`src/rtl/leddc_tx.sv`:
```
// leddc_tx: serializes 16-bit pixel words LSB-first on DAI with DEN framing each word,
// counting committed words within a frame and flagging start-of-frame misalignment.
module leddc_tx #(
    parameter int GAP         = 1,
    parameter int FRAME_WORDS = 512
) (
    input  logic        DCK,
    input  logic        rst,
    input  logic        in_valid,
    input  logic [15:0] in_data,
    input  logic        in_sof,
    output logic        in_ready,
    output logic        DAI,
    output logic        DEN,
    output logic [8:0]  word_cnt,
    output logic        frame_done,
    output logic        sync_err,
    output logic        busy
);

    typedef enum logic [1:0] {S_IDLE, S_SHIFT, S_GAP} state_e;

    localparam logic [3:0] GAP_LAST  = 4'(GAP - 1);
    localparam logic [8:0] WORD_LAST = 9'(FRAME_WORDS - 1);

    state_e      state_q, state_d;
    logic [15:0] shreg_q, shreg_d;
    logic [3:0]  bit_cnt_q, bit_cnt_d;
    logic [3:0]  gap_cnt_q, gap_cnt_d;
    logic        dai_q, dai_d;
    logic        den_q, den_d;
    logic [8:0]  word_cnt_q, word_cnt_d;
    logic        frame_done_q, frame_done_d;
    logic        sync_err_q, sync_err_d;
    logic        accept;
    logic        last_bit;
    logic        gap_last;

    assign last_bit = (bit_cnt_q == 4'd15);
    assign gap_last = (gap_cnt_q == GAP_LAST);

    // NOTE: sequential state is updated with non-blocking assignments only.
    always_ff @(posedge DCK or posedge rst) begin
        if (rst) begin
            state_q <= S_IDLE;
        end else begin
            state_q <= state_d;
        end
    end

    // NOTE: each always_comb assigns defaults first so no latch can be inferred.
    always_comb begin
        state_d = state_q;
        case (state_q)
            S_IDLE:  if (accept) state_d = S_SHIFT;
            S_SHIFT: if (last_bit) state_d = S_GAP;
            S_GAP:   if (gap_last) state_d = accept ? S_SHIFT : S_IDLE;
            default: state_d = S_IDLE;
        endcase
    end

    // Ready is withheld while rst is high so nothing is offered to a source during reset.
    always_comb begin
        in_ready = !rst && ((state_q == S_IDLE) || ((state_q == S_GAP) && gap_last));
        accept   = in_valid && in_ready;
        busy     = (state_q != S_IDLE);
    end

    // shreg holds the bits not yet driven; bit 0 is the next one to appear on DAI.
    always_comb begin
        shreg_d      = shreg_q;
        bit_cnt_d    = bit_cnt_q;
        gap_cnt_d    = gap_cnt_q;
        dai_d        = 1'b0;
        den_d        = 1'b0;
        word_cnt_d   = word_cnt_q;
        frame_done_d = 1'b0;
        sync_err_d   = sync_err_q;
        if (accept) begin
            shreg_d   = {1'b0, in_data[15:1]};
            bit_cnt_d = 4'd0;
            dai_d     = in_data[0];
            den_d     = 1'b1;
            if (in_sof && (word_cnt_q != 9'd0)) begin
                sync_err_d = 1'b1;
                word_cnt_d = 9'd0;
            end
        end else if (state_q == S_SHIFT) begin
            if (last_bit) begin
                gap_cnt_d = 4'd0;
                if (word_cnt_q == WORD_LAST) begin
                    word_cnt_d   = 9'd0;
                    frame_done_d = 1'b1;
                end else begin
                    word_cnt_d = word_cnt_q + 9'd1;
                end
            end else begin
                shreg_d   = shreg_q >> 1;
                bit_cnt_d = bit_cnt_q + 4'd1;
                dai_d     = shreg_q[0];
                den_d     = 1'b1;
            end
        end else if ((state_q == S_GAP) && !gap_last) begin
            gap_cnt_d = gap_cnt_q + 4'd1;
        end
    end

    always_ff @(posedge DCK or posedge rst) begin
        if (rst) begin
            shreg_q      <= 16'd0;
            bit_cnt_q    <= 4'd0;
            gap_cnt_q    <= 4'd0;
            dai_q        <= 1'b0;
            den_q        <= 1'b0;
            word_cnt_q   <= 9'd0;
            frame_done_q <= 1'b0;
            sync_err_q   <= 1'b0;
        end else begin
            shreg_q      <= shreg_d;
            bit_cnt_q    <= bit_cnt_d;
            gap_cnt_q    <= gap_cnt_d;
            dai_q        <= dai_d;
            den_q        <= den_d;
            word_cnt_q   <= word_cnt_d;
            frame_done_q <= frame_done_d;
            sync_err_q   <= sync_err_d;
        end
    end

    assign DAI        = dai_q;
    assign DEN        = den_q;
    assign word_cnt   = word_cnt_q;
    assign frame_done = frame_done_q;
    assign sync_err   = sync_err_q;

endmodule

```
`config.mk`:
```
export PLATFORM = sky130hd
export DESIGN_NAME = leddc_tx
export DESIGN_NICKNAME = d
export VERILOG_FILES = /design/src/rtl/leddc_tx.sv
export SDC_FILE = /design/constraint.sdc
export NUM_CORES = 1
export LEC_CHECK = 0
export CAP_MARGIN = 20
export CORE_MARGIN = 4
export CORE_UTILIZATION = 51
export DETAILED_ROUTE_END_ITERATION = 16
export PLACE_DENSITY = 0.78
export SETUP_SLACK_MARGIN = 0.02
export SLEW_MARGIN = 10
export SYNTH_ARGS = -nofsm -noshare
export SYNTH_HDL_FRONTEND = slang
export SYNTH_SLANG_ARGS = --single-unit
```
`constraint.sdc`:
```
create_clock -name DCK -period 2.4 [get_ports DCK]
set_input_delay 0.36 -clock DCK [delete_from_list [all_inputs] [get_ports DCK]]
set_output_delay 0.36 -clock DCK [all_outputs]
set_load 0.01 [all_outputs]
```
==> impl_metrics.prom <==
# TYPE chip_impl_metric gauge
chip_impl_metric{name="area_delta_synth_final",unit="%"} 26.9
chip_impl_info{name="grt_setup_unrepaired",value="false"} 1
chip_impl_metric{name="fin_cells",unit=""} 277
chip_impl_metric{name="initial_utilization",unit="%"} 54.5
chip_impl_metric{name="fraction_of_synthesized_area_in_multiplexers",unit="%"} 1.13
chip_impl_metric{name="syn-mean-instance-area",unit="um^2"} 9.94
chip_impl_metric{name="synthSimpleGateAreaFrac",unit="%"} 15.8
chip_impl_metric{name="fill_cells",unit=""} 278
chip_impl_metric{name="post_synth_instance_area",unit="mm^2"} 0.00189
chip_impl_metric{name="grt_antenna_before_repair",unit=""} 0
chip_impl_metric{name="detail_route.drc_violations",unit=""} 0
chip_impl_metric{name="grt_max_degree",unit=""} 21
chip_impl_metric{name="setup_violations",unit=""} 0
chip_impl_info{name="crit_start_category",value="flip-flop"} 1
chip_impl_info{name="cts_root_buffer",value="clkbuf_8"} 1
chip_impl_metric{name="worst-path-max-fanout",unit=""} 6
chip_impl_metric{name="total_leakage_power",unit="nW"} 1.08
chip_impl_metric{name="final.setup.worst_slack",unit="ps"} 142
chip_impl_metric{name="power.ir.vdd_worst",unit="mV"} 0.520
chip_impl_metric{name="worst_setup_hold_path_clk_slew",unit="ps"} 70
chip_impl_metric{name="clk_latency",unit="ps"} 280
chip_impl_metric{name="gr-total-overflow",unit=""} 0
chip_impl_metric{name="ys_ff_latch",unit=""} 38
chip_impl_metric{name="synth.yosys.warnings",unit=""} 0
chip_impl_metric{name="dp_slack",unit="ps"} 163
chip_impl_metric{name="required",unit="ps"} 2600
chip_impl_metric{name="relative_slew_margins",unit="%"} 54.4
chip_impl_metric{name="cts-buffers-inserted",unit=""} 5
chip_impl_metric{name="dp.cells",unit=""} 269
chip_impl_metric{name="synthXorXnorAreaFrac",unit="%"} 2.78
chip_impl_metric{name="f_max",unit="MHz"} 443
chip_impl_metric{name="wl",unit="mm"} 3.83
chip_impl_metric{name="numPortBuffers",unit=""} 34
chip_impl_metric{name="number_of_clock_sinks",unit=""} 38
chip_impl_metric{name="fin_nets",unit=""} 256
chip_impl_metric{name="rows",unit=""} 21
chip_impl_metric{name="synth_compound_area_share",unit="%"} 19.4
chip_impl_metric{name="wire_length_of_the_first_global_routing_pass",unit="mm"} 6.68
chip_impl_metric{name="vias",unit=""} 1526
chip_impl_metric{name="worst_clock_skew",unit="ps"} 7.80
chip_impl_metric{name="hpwlAfterDp",unit="mm"} 2.89
chip_impl_info{name="timing.setup.critical_path_class",value="flip-flop to flip-flop"} 1
chip_impl_metric{name="core_region_area",unit="mm^2"} 0.00347
chip_impl_info{name="synth_top_flop_cell",value="dfrtp_1"} 1
chip_impl_metric{name="finalSetupTns",unit="ps"} 0
chip_impl_info{name="timing.hold.worst.class",value="flip-flop to flip-flop"} 1
chip_impl_metric{name="wire_per_inst",unit="um"} 13.8
chip_impl_metric{name="final_layout_size_suffix_gt1_share",unit="%"} 9.52
chip_impl_metric{name="syn-num-nets",unit=""} 216
chip_impl_metric{name="final_hold_vios",unit=""} 0
chip_impl_metric{name="timing_worst_slew_pin_value",unit="ps"} 683
chip_impl_metric{name="placed_cell_area",unit="mm^2"} 0.00229
chip_impl_metric{name="powerDensity",unit="mW/mm^2"} 952
chip_impl_metric{name="worstRegToRegCells",unit=""} 8
chip_impl_metric{name="async_reset_ff_share",unit="%"} 100
chip_impl_metric{name="synth-edff-count",unit=""} 0
chip_impl_metric{name="postLayoutCellArea",unit="mm^2"} 0.00240
chip_impl_metric{name="routed_via_density",unit=""} 5.51
chip_impl_metric{name="postCtsHoldBufs",unit=""} 0
chip_impl_metric{name="floorplan.die.width",unit="um"} 68.9
chip_impl_metric{name="io_pins",unit=""} 35
chip_impl_metric{name="synth_fa_ha_area_share",unit="%"} 3.97
chip_impl_metric{name="grt_pass1_vias",unit=""} 1506
chip_impl_metric{name="dieArea",unit="mm^2"} 0.00474
chip_impl_metric{name="hold_path_depth",unit=""} 1
chip_impl_metric{name="post_synth_num_cell_types",unit=""} 41
chip_impl_info{name="tritoncts",value="yes"} 1
chip_impl_metric{name="number_of_nets_with_antenna_violations_after_detailed_routing",unit=""} 0
chip_impl_metric{name="period_needed",unit="ps"} 2260
chip_impl_metric{name="finalPower",unit="W"} 0.00228
chip_impl_metric{name="cap_viol_max_count",unit=""} 0
chip_impl_metric{name="critPathArrivalTime",unit="ps"} 2460
chip_impl_metric{name="cts_max_path_buffers",unit=""} 2
chip_impl_metric{name="routabilityCongestion",unit=""} 0.835
chip_impl_metric{name="grtUsageTotal",unit="%"} 19.1
chip_impl_metric{name="finalCritPeriodShare",unit="%"} 94.1
chip_impl_metric{name="die_y",unit="um"} 68.9
chip_impl_metric{name="clock_tree.htree_level_count",unit=""} 2
chip_impl_metric{name="synthCells",unit=""} 190
chip_impl_info{name="result_of_the_run",value="finished clean"} 1
chip_impl_metric{name="register_area_share_after_synthesis",unit="%"} 50.3
chip_impl_metric{name="antenna-diode-count",unit=""} 0
chip_impl_info{name="timing.critical_path.to_type",value="flip-flop"} 1
chip_impl_metric{name="timing_max_transition_violations_final",unit=""} 0
chip_impl_metric{name="drt-pass1-iter-count",unit=""} 4
chip_impl_metric{name="drt_iter0_drc",unit=""} 149
chip_impl_info{name="synth_top_family_by_area",value="compound AO/OA/AOI/OAI gates"} 1
-- flip-flops by register name (all words and copies together), names as in the netlist, 2 cells and up --
signal,flops
word_cnt,9
bit_cnt_q,4
state_q,2
gap_cnt_q,4
shreg_q,15
-- cell type report --
class	instances	area, um^2	share of cell area, %
clock inverter	3	40.0	1.67
tap	46	57.6	2.40
timing repair buffer	39	377	15.7
clock buffer	5	68.8	2.87
sequential	38	951	39.7
inverter	24	90.1	3.76
multi-input combinational	122	813	33.9
-- placed cells by master, fill, tap and decap left out, types with 2 or more instances in the layout --
cell type | netlist | routed
a211oi_1 | 2 | 2
a21o_1 | 2 | 2
a22o_1 | 2 | 2
a22oi_1 | 15 | 15
and3_1 | 4 | 4
buf_4 | 2 | 5
clkbuf_8 | 0 | 5
clkdlybuf4s50_1 | 0 | 33
clkinv_2 | 0 | 2
dfrtp_1 | 38 | 38
ha_1 | 6 | 6
inv_1 | 24 | 23
nand2_1 | 11 | 11
nand2b_1 | 3 | 3
nand3_1 | 8 | 8
nand3b_1 | 2 | 2
nor2_1 | 8 | 8
nor3_1 | 3 | 3
nor3b_1 | 2 | 2
nor4_1 | 3 | 3
nor4b_1 | 2 | 2
o211ai_1 | 2 | 2
o21ai_0 | 20 | 20
o22ai_1 | 3 | 3
or2_2 | 2 | 2
xnor2_1 | 5 | 5
-- cell families after synthesis --
| family | after synthesis |
|---|---|
| AOI/OAI and AO/OA | 54 |
| xor gates and xnor gates | 6 |
| adders and majority gates | 6 |
| buffers and inverters | 30 |
| DFF | 38 |
| muxes | 2 |
| and+or+nand+nor | 54 |
-- routing by layer --
metal / global-route usage [%] / wire length [um] / vias up
met1: 24.2 / 1770 / 736
met4: 5.84 / 56 / 0
li1: - / - / 748
met3: 4.70 / 158 / 7
met2: 32.0 / 1850 / 35
met5: 0 / 0 / -
-- final timing paths --
path | from | endpoint | slack [ps]
max | word_cnt[0] | word_cnt[5] | 140
min | sync_err | sync_err | 460
max reg2reg | word_cnt[0] | word_cnt[5] | 140
min reg2reg | sync_err | sync_err | 460
max in group asynchronous | rst | shreg_q[6] | 1670
min in group asynchronous | rst | frame_done | 500
-- worst max-delay path, cell delays in order, from the launching register on --
cell and delay [ps]:
dfrtp_1 410, ha_1 230, nand3_1 180, nor3_1 90
ha_1 230, or3b_2 460, nor2_1 350, nand3b_1 130
o211ai_1 100
-- cells in the mapped netlist, types with 4 or more instances --
cell,number,area share (%)
dfrtp_1,38,50
inv_1,24,4.8
o21ai_0,20,5.3
a22oi_1,15,6.0
nand2_1,11,2.2
nand3_1,8,2.1
nor2_1,8,1.6
ha_1,6,4.0
xnor2_1,5,2.3
and3_1,4,1.3
buf_2,4,1.1
-- repair_timing --
item	4_1_cts	5_1_grt
setup buffers	0	0
gates cloned	0	0
resized for setup	1	1
endpoints found under the setup margin	1	1
endpoints found under the hold margin	0	0
-- stage by stage --
step / utilization [%] / hold WS, ps
4_1_cts: 69.1 / 461
6_report: 69.1 / 457
5_1_grt: 69.1 / 474
3_3_place_gp: 66.0 / 441
2_1_floorplan: - / 466
3_5_place_dp: 66.0 / 444
-- report_power, final --
group | total, W | internal [W] | switching, W
registers | 0.000978 | 0.000832 | 0.000146
logic | 0.000783 | 0.000382 | 0.000402
clock network | 0.000521 | 0.000306 | 0.000216
Note: power is estimated with default switching activity, not from simulation.
